--- config.mk ---
export PLATFORM = sky130hd
export DESIGN_NAME = counting_seq
export DESIGN_NICKNAME = d
export VERILOG_FILES = /design/src/rtl/counting_pkg.sv /design/src/rtl/counting_stage_sel.sv /design/src/rtl/counting_seq.sv
export SDC_FILE = /design/constraint.sdc
export NUM_CORES = 1
export LEC_CHECK = 0
export BUFFER_PORTS_ARGS = -buffer_cell sky130_fd_sc_hd__buf_2
export CAP_MARGIN = 40
export CORE_AREA = 2 2 48 50
export DETAILED_ROUTE_END_ITERATION = 6
export DIE_AREA = 0 0 50 52
export PLACE_DENSITY_LB_ADDON = 0.1
export SLEW_MARGIN = 20
export SYNTH_ARGS = -nofsm -noshare
export SYNTH_HDL_FRONTEND = slang
export SYNTH_SLANG_ARGS = --single-unit
export TNS_END_PERCENT = 30
--- constraint.sdc ---
create_clock -name clk -period 2.5 [get_ports clk]
set_input_delay 0.25 -clock clk [delete_from_list [all_inputs] [get_ports clk]]
set_output_delay 0.25 -clock clk [all_outputs]
set_load 0.05 [all_outputs]
--- src/rtl/counting_pkg.sv ---
// Shared types and helpers for the ordered-run sequence detector.
// Pattern symbols are extracted from a zero-extended flat vector so one helper serves any size.
package counting_pkg;

  localparam int unsigned MaxStages = 16;
  localparam int unsigned MaxWidth  = 16;
  localparam int unsigned ST_IDLE   = 0;

  typedef logic [MaxStages*MaxWidth-1:0] pattern_flat_t;

  // Which priority rule fired on a sampled symbol.
  typedef enum logic [2:0] {
    TrHold,
    TrAdvance,
    TrStay,
    TrRestart,
    TrDrop
  } trans_e;

  function automatic int unsigned state_width(input int unsigned stages);
    return $clog2(stages + 1);
  endfunction

  function automatic logic [MaxWidth-1:0] stage_sym(input pattern_flat_t pat,
                                                    input int unsigned   idx,
                                                    input int unsigned   width);
    pattern_flat_t       shifted;
    logic [MaxWidth-1:0] mask;
    shifted = pat >> (idx * width);
    mask    = (MaxWidth'(1) << width) - MaxWidth'(1);
    return shifted[MaxWidth-1:0] & mask;
  endfunction

endpackage

--- src/rtl/counting_stage_sel.sv ---
// Combinational lookup of the pattern symbols relevant to the current state:
// P[s] (advance target), P[s-1] (run being held) and P[0] (restart target).
module counting_stage_sel
  import counting_pkg::*;
#(
  parameter int unsigned WIDTH   = 2,
  parameter int unsigned STAGES  = 3,
  parameter int unsigned STATE_W = state_width(STAGES)
) (
  input  logic [STATE_W-1:0]      state,
  input  logic [STAGES*WIDTH-1:0] pattern,
  output logic [WIDTH-1:0]        sym_cur,
  output logic [WIDTH-1:0]        sym_prev,
  output logic [WIDTH-1:0]        sym_first
);

  pattern_flat_t    pat_ext;
  logic [WIDTH-1:0] syms [STAGES];

  assign pat_ext = pattern_flat_t'(pattern);

  for (genvar i = 0; i < STAGES; i++) begin : g_sym
    assign syms[i] = WIDTH'(stage_sym(pat_ext, i, WIDTH));
  end

  // Out-of-range lookups (P[STAGES], P[-1]) return 0; the FSM never uses them.
  always_comb begin
    sym_cur  = '0;
    sym_prev = '0;
    for (int unsigned i = 0; i < STAGES; i++) begin
      if (state == STATE_W'(i))     sym_cur  = syms[i];
      if (state == STATE_W'(i + 1)) sym_prev = syms[i];
    end
  end

  assign sym_first = syms[0];

endmodule

--- src/rtl/counting_seq.sv ---
// Ordered-run sequence detector: matches STAGES programmable symbols, each repeatable,
// and reports a sticky flag, a one-cycle hit pulse and a saturating match count.
module counting_seq
  import counting_pkg::*;
#(
  parameter int unsigned WIDTH  = 2,
  parameter int unsigned STAGES = 3,
  parameter int unsigned CNT_W  = 8
) (
  input  logic                    clk,
  input  logic                    rst_n,
  input  logic                    clr,
  input  logic                    in_valid,
  input  logic [WIDTH-1:0]        num,
  input  logic [STAGES*WIDTH-1:0] pattern,
  output logic                    ans,
  output logic                    hit,
  output logic [CNT_W-1:0]        match_cnt
);

  localparam int unsigned        STATE_W = state_width(STAGES);
  localparam logic [STATE_W-1:0] StIdle  = STATE_W'(ST_IDLE);
  localparam logic [STATE_W-1:0] StDone  = STATE_W'(STAGES);
  localparam logic [STATE_W-1:0] StLast  = STATE_W'(STAGES - 1);
  localparam logic [CNT_W-1:0]   CntMax  = {CNT_W{1'b1}};

  logic [STATE_W-1:0] state_q, state_d;
  logic               ans_q, hit_q;
  logic [CNT_W-1:0]   cnt_q;
  logic [WIDTH-1:0]   sym_cur, sym_prev, sym_first;
  trans_e             trans;
  logic               complete;

  counting_stage_sel #(
    .WIDTH  (WIDTH),
    .STAGES (STAGES),
    .STATE_W(STATE_W)
  ) u_stage_sel (
    .state    (state_q),
    .pattern  (pattern),
    .sym_cur  (sym_cur),
    .sym_prev (sym_prev),
    .sym_first(sym_first)
  );

  // Advance beats stay, so adjacent equal stages step forward on each repeat.
  always_comb begin
    trans   = TrHold;
    state_d = state_q;
    if (in_valid) begin
      if (state_q != StDone && num == sym_cur) begin
        trans   = TrAdvance;
        state_d = state_q + STATE_W'(1);
      end else if (state_q != StIdle && num == sym_prev) begin
        trans   = TrStay;
      end else if (num == sym_first) begin
        trans   = TrRestart;
        state_d = STATE_W'(1);
      end else begin
        trans   = TrDrop;
        state_d = StIdle;
      end
    end
  end

  assign complete = (trans == TrAdvance) && (state_q == StLast);

  always_ff @(posedge clk or negedge rst_n) begin
    if (!rst_n) begin
      state_q <= StIdle;
      ans_q   <= 1'b0;
      hit_q   <= 1'b0;
      cnt_q   <= '0;
    end else if (clr) begin
      state_q <= StIdle;
      ans_q   <= 1'b0;
      hit_q   <= 1'b0;
      cnt_q   <= '0;
    end else begin
      state_q <= state_d;
      hit_q   <= complete;
      if (complete) begin
        ans_q <= 1'b1;
        if (cnt_q != CntMax) cnt_q <= cnt_q + CNT_W'(1);
      end
    end
  end

  assign ans       = ans_q;
  assign hit       = hit_q;
  assign match_cnt = cnt_q;

endmodule
==> run_results.csv, run 1 <==
group,metric,value,unit
die,initial_core_util,42.9,%
timing,skew,0.0100,ns
timing,fmax,427,MHz
cts,clk_root_buffer_cell,"clkbuf_4",
final_layout,nNetsFinal,143,
routing,drtIter0Drc,15,
grt,antenna_found_initial,0,
die,core_area,2110,um^2
power_and_ir_drop,worst_ir_drop_vdd,0.000235,V
worst_setup_path,worstPathArrival,2.52,ns
final_layout,diodes,0,
final_layout,fillCellCount,194,
routing,drc,0,
synthesis,synth-seq-cells,12,
synthesis,seq_area_frac_synth,33.2,%
final_layout,fin_cells,153,
timing,setup_slack,0.158,ns
cts,clk-insertion-delay-late,0.28,ns
synthesis,yosys.area.top_type_share,33.2,%
grt,grtUsageTotal,18.4,%
synthesis,synth_edf_count,0,
die,row_count,17,
timing,final.setup.tns,0,ns
timing,final-setup-viol-count,0,
routing,ant_nets,0,
final_layout,synthToLayoutAreaGrowth,22.0,%
timing,drv_slew,0,
worst_setup_path,critPathMaxFanout,11,
power_and_ir_drop,p_total,538,uW
timing,finalCritPeriodShare,93.7,%
routing,post_drt_wl_per_cell,14.0,um
cts,clk_pin_slew,0.10,ns
final_layout,drive_above_1_share,28.8,%
worst_setup_path,cp-start-kind,"flop",
grt,grt_overflow,0,
placement,io_buffers,21,
synthesis,synthFlopType,"dfrtp_1",
synthesis,synth_cells,99,
power_and_ir_drop,p_per_area,488,nW/um^2
routing,vias,874,
worst_setup_path,cp.required,2.68,ns
placement,pre_cts_ws,0.0599,ns
die,pin_count,22,
die,dieArea,2600,um^2
synthesis,synth.distinct_cells,36,
grt,grt_pass1_wl,3610,um
routing,vias_per_cell,5.71,
routing,drt_wl_total,2150,um
die,die_height,52,um
timing,tightest_slew,0.343,ns
hold_path,hold_class,"primary input to flop",
final_layout,multi_input_area,573,um^2
synthesis,syn_nets,116,
worst_setup_path,endpoint_kind,"flop",
cts,clock_path_buffers,2,
timing,timing.slew.headroom,76.9,%
cts,post-cts-setup-buffer-count,0,
timing,finalHoldViolCount,0,
grt,grt_pass1_vias,811,
routing,dr.pass1.iters,6,
placement,routabilityCongestion,0.818,
timing,rsz0062_at_grt,"no",
run,cap_violations,0,
synthesis,avgSynthCellArea,9.12,um^2
cts,cts.htree.levels,1,
synthesis,synth.area.top_cells,"dfrtp_1 (33%), ha_1 (6.9%), a21oi_1 (6.6%)",
synthesis,yosysTopAreaCell,"dfrtp_1",
die,fp.dieW,50,um
synthesis,async_flop_share,100,%
grt,grt_max_degree,14,
synthesis,synth_area,903,um^2
timing,period_needed,2.34,ns
synthesis,yosysWarnings,0,
final_layout,seq_area,302,um^2
cts,cts_sinks,12,
power_and_ir_drop,power_leakage,0.000475,uW
placement,hpwlAfterDp,1620,um
run_status,outcome,"complete, no violations",
worst_setup_path,critical_path_class,"flop to flop",
placement,placed_cells,148,
cts,cts_buffers,3,
cts,cts_tree,"built",
layout make-up:
cell class	count	share of cell area [%]
multi-input cells	79	52.0
repair buffers	25	12.5
inverters	5	1.70
well taps	28	3.18
flip-flops and latches	12	27.4
clock buffers	4	3.29
final timing paths:
kind                             from            to  slack (ns)  cells past startpoint
setup / recovery           state_q[1]  match_cnt[5]        0.16                      9
hold / removal                    clr    state_q[0]        0.29                      2
setup reg to reg           state_q[1]  match_cnt[5]        0.16                      9
hold reg to reg            state_q[0]    state_q[0]        0.52                      1
max in group asynchronous       rst_n    state_q[0]        1.89                      2
min in group asynchronous       rst_n  match_cnt[3]        0.37                      2
layout by cell type, fill, tap and decap left out, types with 2 or more instances in the layout:
cell type	instances
nor3_1	5
ha_1	4
or4_1	3
clkbuf_4	3
nor2b_1	3
nand4_1	3
xor2_1	6
nand2_1	3
inv_1	4
nand3b_1	5
dfrtp_1	11
o21ai_1	2
buf_4	3
o21ai_0	2
a21oi_1	12
o31ai_1	3
nand3_1	4
a2bb2oi_1	2
nor2_1	6
buf_2	21
worst max-delay path, cell delays in order (launching register included):
cell and delay, ns:
dfrtp_1 0.40, inv_1 0.09, ha_1 0.26, nand3b_1 0.18
a21oi_1 0.26, xnor2_2 0.15, nand4_1 0.10, buf_4 0.18
nor4_2 0.29, mux2_1 0.34
per-layer routing:
metal / vias up / global-route usage (%) / part of all wire, %
met5: - / 0 / 0
met4: 0 / 7.41 / 1.4
met3: 4 / 3.45 / 2.8
met2: 17 / 32.0 / 50
met1: 434 / 22.3 / 46
li1: 419 / - / -
power breakdown:
group          internal, uW  total, uW  switching [uW]  leakage [uW]
sequential              199        204            5.63      0.000166
clock                  88.5        166            77.6     0.0000210
combinational          74.1        168            93.5      0.000289
metrics by stage:
stage          instance area, um^2  hold WS (ns)  utilization [%]
6_report                      1100         0.292             52.3
5_1_grt                       1100         0.321             52.3
4_1_cts                       1090         0.305             51.9
3_5_place_dp                  1050         0.154             49.7
3_3_place_gp                  1050         0.147             49.7
2_1_floorplan                  903       -0.0456                -
logic make-up after synthesis:
kind of cell             after synthesis  synth area share (%)
AO/OA/AOI/OAI                         26                  18.4
buffers and inverters                  8                  4.29
XOR/XNOR                               8                  8.59
multiplexers                           1                  1.25
AND/OR/NAND/NOR                       39                  27.3
adder cells (fa/ha/maj)                5                  6.93
flip-flops                            12                  33.2
registers in the layout (all words and copies together), names as in the netlist:
register,cells
state_q,2
match_cnt,8
ans,1
hit,1
synthesized netlist by cell type (2+ instances only):
library cell  count
a21oi_1          12
dfrtp_1          12
nor2_1            6
xor2_1            6
ha_1              5
nand3b_1          5
nor3_1            5
inv_1             4
nand3_1           4
nand2_1           3
nand4_1           3
nor2b_1           3
o31ai_1           3
or4_1             3
a2bb2oi_1         2
o21ai_0           2
o21ai_1           2
repair_timing:
| action | CTS | global route |
|---|---|---|
| hold buffers | 1 | 0 |
| hold endpoints to repair | 12 | 0 |
| endpoints found under the setup margin | 0 | 7 |
| resized for setup | 0 | 3 |
Power figures use the tool's default switching activity.
==> inputs of run 2 (changes only) <==
--- a/config.mk
+++ b/config.mk
@@ -10,6 +10,7 @@
 export CORE_AREA = 2 2 48 50
 export DETAILED_ROUTE_END_ITERATION = 6
 export DIE_AREA = 0 0 50 52
+export GPL_ROUTABILITY_DRIVEN = 1
 export PLACE_DENSITY_LB_ADDON = 0.1
 export SLEW_MARGIN = 20
 export SYNTH_ARGS = -nofsm -noshare
==> constraint.sdc (replaced) <==
create_clock -name clk -period 2.5 [get_ports clk]
set_input_delay 0.5 -clock clk [delete_from_list [all_inputs] [get_ports clk]]
set_output_delay 0.5 -clock clk [all_outputs]
set_load 0.05 [all_outputs]
==> run_results.csv, run 2 (synthesized netlist as in run 1, its figures left out) <==
group,metric,value,unit
worst_setup_path,cp-start-kind,"flop",
grt,use_met1,22.3,%
timing,period_needed,2.34,ns
placement,io_buffers,21,
final_layout,fin_cells,152,
worst_setup_path,critPathMaxFanout,11,
placement,placed_cells,148,
cts,cts_tree,"built",
grt,antenna_found_initial,0,
die,die_height,52,um
worst_setup_path,critical_path_class,"flop to flop",
worst_setup_path,startpoint,"state_q[1]",
routing,vias_per_cell,5.72,
worst_setup_path,reg2reg_from,"state_q[1]",
timing,drv_slew,0,
die,pin_count,22,
final_layout,final_common_cell,"buf_2",
timing,skew,0.00731,ns
timing,final-setup-viol-count,0,
worst_setup_path,endpoint_kind,"flop",
cts,clk_pin_slew,0.09,ns
grt,grt_overflow,0,
placement,routabilityCongestion,0.818,
run_status,outcome,"complete, no violations",
grt,grt_max_degree,14,
timing,fmax,427,MHz
routing,dr.pass1.iters,4,
grt,met3_usage,3.45,%
final_layout,diodes,0,
die,core_area,2110,um^2
worst_setup_path,cp.required,2.67,ns
run,cap_violations,0,
grt,grtUsageTotal,18.4,%
final_layout,largest_reg_flops,8,
cts,holdBufCountCts,0,
cts,clk-insertion-delay-late,0.28,ns
power_and_ir_drop,p_per_area,490,nW/um^2
die,dieArea,2600,um^2
routing,drc,0,
cts,cts.htree.levels,1,
cts,post_cts_resize_count,0,
cts,clk_root_buffer_cell,"clkbuf_4",
final_layout,drive_above_1_share,29.0,%
hold_path,hold_class,"primary input to asynchronous set/reset pin",
routing,drt_wl_total,2130,um
timing,timing.slew.headroom,76.9,%
worst_setup_path,r2r_slack,0.16,ns
timing,final.setup.tns,0,ns
die,row_count,17,
worst_setup_path,r2r_end,"match_cnt[5]",
power_and_ir_drop,power_leakage,0.000471,uW
timing,rsz0062_at_grt,"no",
final_layout,fillCellCount,195,
final_layout,final_util,51.9,%
final_layout,final_cell_mix,"buf_2 (21), a21oi_1 (12), dfrtp_1 (11)",
routing,drtIter0Drc,15,
timing,finalHoldViolCount,0,
final_layout,nNetsFinal,142,
routing,vias,870,
grt,grt_pass1_vias,811,
placement,place_area,1050,um^2
timing,hold_slack,0.0809,ns
grt,met2_usage,32.0,%
cts,cts_sinks,12,
placement,hpwlAfterDp,1620,um
power_and_ir_drop,worst_ir_drop_vdd,0.000234,V
grt,grt_busiest_layer,"met2",
die,initial_core_util,42.9,%
cts,cts_buffers,3,
grt,grt_pass1_wl,3610,um
cts,post-cts-setup-buffer-count,0,
cts,clock_path_buffers,2,
routing,post_drt_wl_per_cell,14.0,um
die,fp.dieW,50,um
timing,tightest_slew,0.343,ns
final_layout,fin_area,1090,um^2
worst_setup_path,reg2reg_depth,9,
routing,ant_nets,0,
final_layout,synthToLayoutAreaGrowth,20.9,%
worst_setup_path,worstPathArrival,2.52,ns
timing,finalCritPeriodShare,93.8,%
[run 2: cell count changes in the layout (fill, tap and decap cells not counted), sizes merged]
cell,previous run,this run
dlygate4sd3,1,0
[run 2: cell type report]
class | instances | area [um^2] | share of cell area [%]
clock buffers | 4 | 36.3 | 3.32
inverters | 5 | 18.8 | 1.72
repair buffers | 24 | 128 | 11.7
well taps | 28 | 35.0 | 3.21
multi-input cells | 79 | 573 | 52.5
flip-flops and latches | 12 | 302 | 27.6
[run 2: worst max-delay path by stage]
stage	endpoint	slack (ns)	cells after the start
floorplan	match_cnt[5]	0.17	10
global placement	match_cnt[5]	0.14	9
detailed placement	match_cnt[5]	0.06	9
CTS	match_cnt[5]	0.05	9
global route	match_cnt[5]	0.001	9
finish	match_cnt[5]	0.16	9
[run 2: through the flow]
step                      setup slack, ns  power, uW
final                               0.155        535
after detailed placement           0.0599        372
after CTS                          0.0481        539
after floorplan                     0.174        320
after global placement              0.137        371
after global routing              0.00117        565
[run 2: per-layer routing]
metal  part of all wire (%)  up-vias
li1                       -      418
met1                     46      432
met2                     50       18
met3                    3.1        2
met4                   0.75        0
met5                      0        -
[run 2: report_power, final]
part | total (uW) | leakage [uW] | switching [uW] | internal, uW
combinational | 166 | 0.000284 | 93.2 | 73.1
sequential | 204 | 0.000166 | 5.63 | 199
clock | 164 | 0.0000210 | 75.9 | 88.5
total | 535 | 0.000471 | 175 | 360
[run 2: critical path, stage by stage (launching register included)]
cell and delay (ns):
dfrtp_1 0.40, inv_1 0.09, ha_1 0.26, nand3b_1 0.18
a21oi_1 0.26, xnor2_2 0.15, nand4_1 0.10, buf_4 0.18
nor4_2 0.29, mux2_1 0.34
==> inputs of run 3 (changes only) <==
--- a/config.mk
+++ b/config.mk
@@ -5,11 +5,13 @@
 export SDC_FILE = /design/constraint.sdc
 export NUM_CORES = 1
 export LEC_CHECK = 0
+export ABC_AREA = 1
 export BUFFER_PORTS_ARGS = -buffer_cell sky130_fd_sc_hd__buf_2
 export CAP_MARGIN = 40
-export CORE_AREA = 2 2 48 50
+export CORE_AREA = 2 2 49 51
+export CTS_CLUSTER_DIAMETER = 100
 export DETAILED_ROUTE_END_ITERATION = 6
-export DIE_AREA = 0 0 50 52
+export DIE_AREA = 0 0 51 53
 export GPL_ROUTABILITY_DRIVEN = 1
 export PLACE_DENSITY_LB_ADDON = 0.1
 export SLEW_MARGIN = 20
==> run_results.csv, run 3 <==
group,metric,value,unit
timing,timing.slew.headroom,66.2,%
synthesis,synth_common_cells,"nand2_1 (50), nand3_1 (17), inv_1 (14)",
timing,final-setup-viol-count,0,
final_layout,seq_area,300,um^2
cts,clock_path_buffers,2,
final_layout,nNetsFinal,180,
timing,fmax,531,MHz
power_and_ir_drop,worst_ir_drop_vdd,0.000251,V
final_layout,fin_cells,189,
run_status,outcome,"complete, no violations",
timing,final.setup.tns,0,ns
die,core_area,2150,um^2
worst_setup_path,critPathMaxFanout,9,
routing,post_drt_wl_per_cell,10.7,um
die,dieArea,2700,um^2
grt,antenna_found_initial,0,
die,row_count,17,
cts,cts_buffers,3,
synthesis,seq_area_frac_synth,31.7,%
synthesis,synth_area,947,um^2
grt,grt_overflow,0,
synthesis,synth_cells,139,
die,initial_core_util,44.1,%
worst_setup_path,cp-start-kind,"flop",
worst_setup_path,reg2reg_depth,13,
routing,dr.pass1.iters,2,
worst_setup_path,r2r_slack,0.62,ns
placement,placed_cells,186,
routing,drt_wl_total,2020,um
cts,post-cts-setup-buffer-count,0,
worst_setup_path,reg2reg_from,"state_q[0]",
synthesis,synth.area.top_cells,"dfrtp_1 (32%), nand2_1 (20%), nand3_1 (9.0%)",
timing,skew,0.00571,ns
routing,vias_per_cell,4.94,
cts,clk_root_buffer_cell,"clkbuf_4",
placement,hpwlAfterDp,1590,um
timing,period_needed,1.88,ns
synthesis,yosys.area.top_type_share,31.7,%
worst_setup_path,critical_path_class,"flop to flop",
synthesis,yosysWarnings,0,
grt,grt_pass1_vias,846,
placement,io_buffers,21,
worst_setup_path,worstPathArrival,2.09,ns
final_layout,final_cell_mix,"nand2_1 (50), buf_2 (21), nand3_1 (17)",
die,die_height,53,um
timing,drv_slew,0,
synthesis,synth-seq-cells,12,
final_layout,multi_input_area,574,um^2
cts,holdBufCountCts,0,
routing,drtIter0Drc,16,
synthesis,syn_nets,156,
cts,cts_tree,"built",
worst_setup_path,r2r_end,"match_cnt[5]",
final_layout,largest_reg_flops,8,
worst_setup_path,cp.required,2.70,ns
final_layout,final_common_cell,"nand2_1",
routing,drc,0,
die,pin_count,22,
grt,grtUsageTotal,17.6,%
final_layout,fillCellCount,221,
grt,grt_max_degree,17,
routing,ant_nets,0,
synthesis,synth.most_common_cell,"nand2_1",
timing,finalCritPeriodShare,75.3,%
cts,cts_sinks,12,
timing,rsz0062_at_grt,"no",
synthesis,synth.distinct_cells,25,
synthesis,yosysTopAreaCell,"dfrtp_1",
cts,post_cts_resize_count,0,
final_layout,synthToLayoutAreaGrowth,16.2,%
final_layout,final_util,51.3,%
synthesis,synth_edf_count,0,
final_layout,fin_area,1100,um^2
power_and_ir_drop,power_leakage,0.000625,uW
run,cap_violations,0,
worst_setup_path,endpoint_kind,"flop",
synthesis,avgSynthCellArea,6.81,um^2
final_layout,diodes,0,
synthesis,synthFlopType,"dfrtp_1",
placement,routabilityCongestion,0.789,
die,fp.dieW,51,um
cts,clk-insertion-delay-late,0.27,ns
timing,hold_slack,0.101,ns
cts,cts.htree.levels,1,
placement,place_area,1080,um^2
hold_path,hold_class,"primary input to asynchronous set/reset pin",
power_and_ir_drop,p_per_area,420,nW/um^2
final_layout,drive_above_1_share,22.4,%
grt,grt_pass1_wl,3570,um
timing,finalHoldViolCount,0,
routing,vias,933,
cts,clk_pin_slew,0.08,ns
synthesis,async_flop_share,100,%
timing,tightest_slew,0.507,ns
==> run 3: cell count changes in the layout (fill, tap and decap cells not counted), sizes merged, moves of 4 or more <==
cell / change
a21oi: -7
nand2: +50
nand3: +16
xor2: -6
nand3b: -4
inv: +11
==> run 3: layer usage <==
metal	vias to the layer above	part of all wire, %	global-route usage [%]
met2	13	46	29.2
met4	0	0.79	6.76
met1	426	50	22.4
li1	492	-	-
met3	2	3.3	3.39
met5	-	0	0
==> run 3: logic make-up (layout without fill, tap and decap cells) <==
logic type	Yosys count	after routing	synth area share, %
DFF	12	12	31.7
and+or+nand+nor	92	92	46.8
adders and majority gates	5	5	6.61
xor gates and xnor gates	2	2	1.85
AOI/OAI and AO/OA	9	9	5.42
buffers and inverters	19	41	7.66
==> run 3: worst max path at each step <==
stage,endpoint,cells after the start,from,slack [ns]
floorplan,match_cnt[0],11,match_cnt[0],0.58
global placement,match_cnt[2],13,state_q[0],0.72
finish,match_cnt[5],13,state_q[0],0.62
global route,match_cnt[2],13,state_q[0],0.42
CTS,match_cnt[5],13,state_q[0],0.61
detailed placement,match_cnt[6],13,state_q[0],0.63
==> run 3: final cells by class <==
class,instances,area share (%)
sequential,12,27.3
clock buffer,3,2.05
tap,28,3.18
timing repair buffer,21,9.55
inverter,17,5.80
multi-input combinational,108,52.2
==> run 3: stage by stage <==
| step | setup slack (ns) | total power, uW |
|---|---|---|
| 2_1_floorplan | 0.578 | 313 |
| 3_3_place_gp | 0.721 | 347 |
| 3_5_place_dp | 0.630 | 351 |
| 4_1_cts | 0.607 | 469 |
| 5_1_grt | 0.416 | 502 |
| 6_report | 0.617 | 463 |
==> run 3: worst max-delay path: stages, from the launching register on <==
cell and delay (ns):
dfrtp_1 0.43, inv_1 0.09, ha_1 0.28, a21oi_1 0.14, nand2_1 0.09, nand3_2 0.06, nand2_1 0.05, nor2_2 0.11
nand2_2 0.10, nor2_4 0.14, nand2_4 0.11, nand2_4 0.10, nand2_1 0.06, nand2_1 0.06
==> run 3: power breakdown <==
part / internal [uW] / total, uW / leakage, uW / switching, uW
Combinational: 48.7 / 139 / 0.000446 / 90.0
Sequential: 200 / 207 / 0.000166 / 7.85
Clock: 55.6 / 117 / 0.0000138 / 61.1
Total: 304 / 463 / 0.000625 / 159
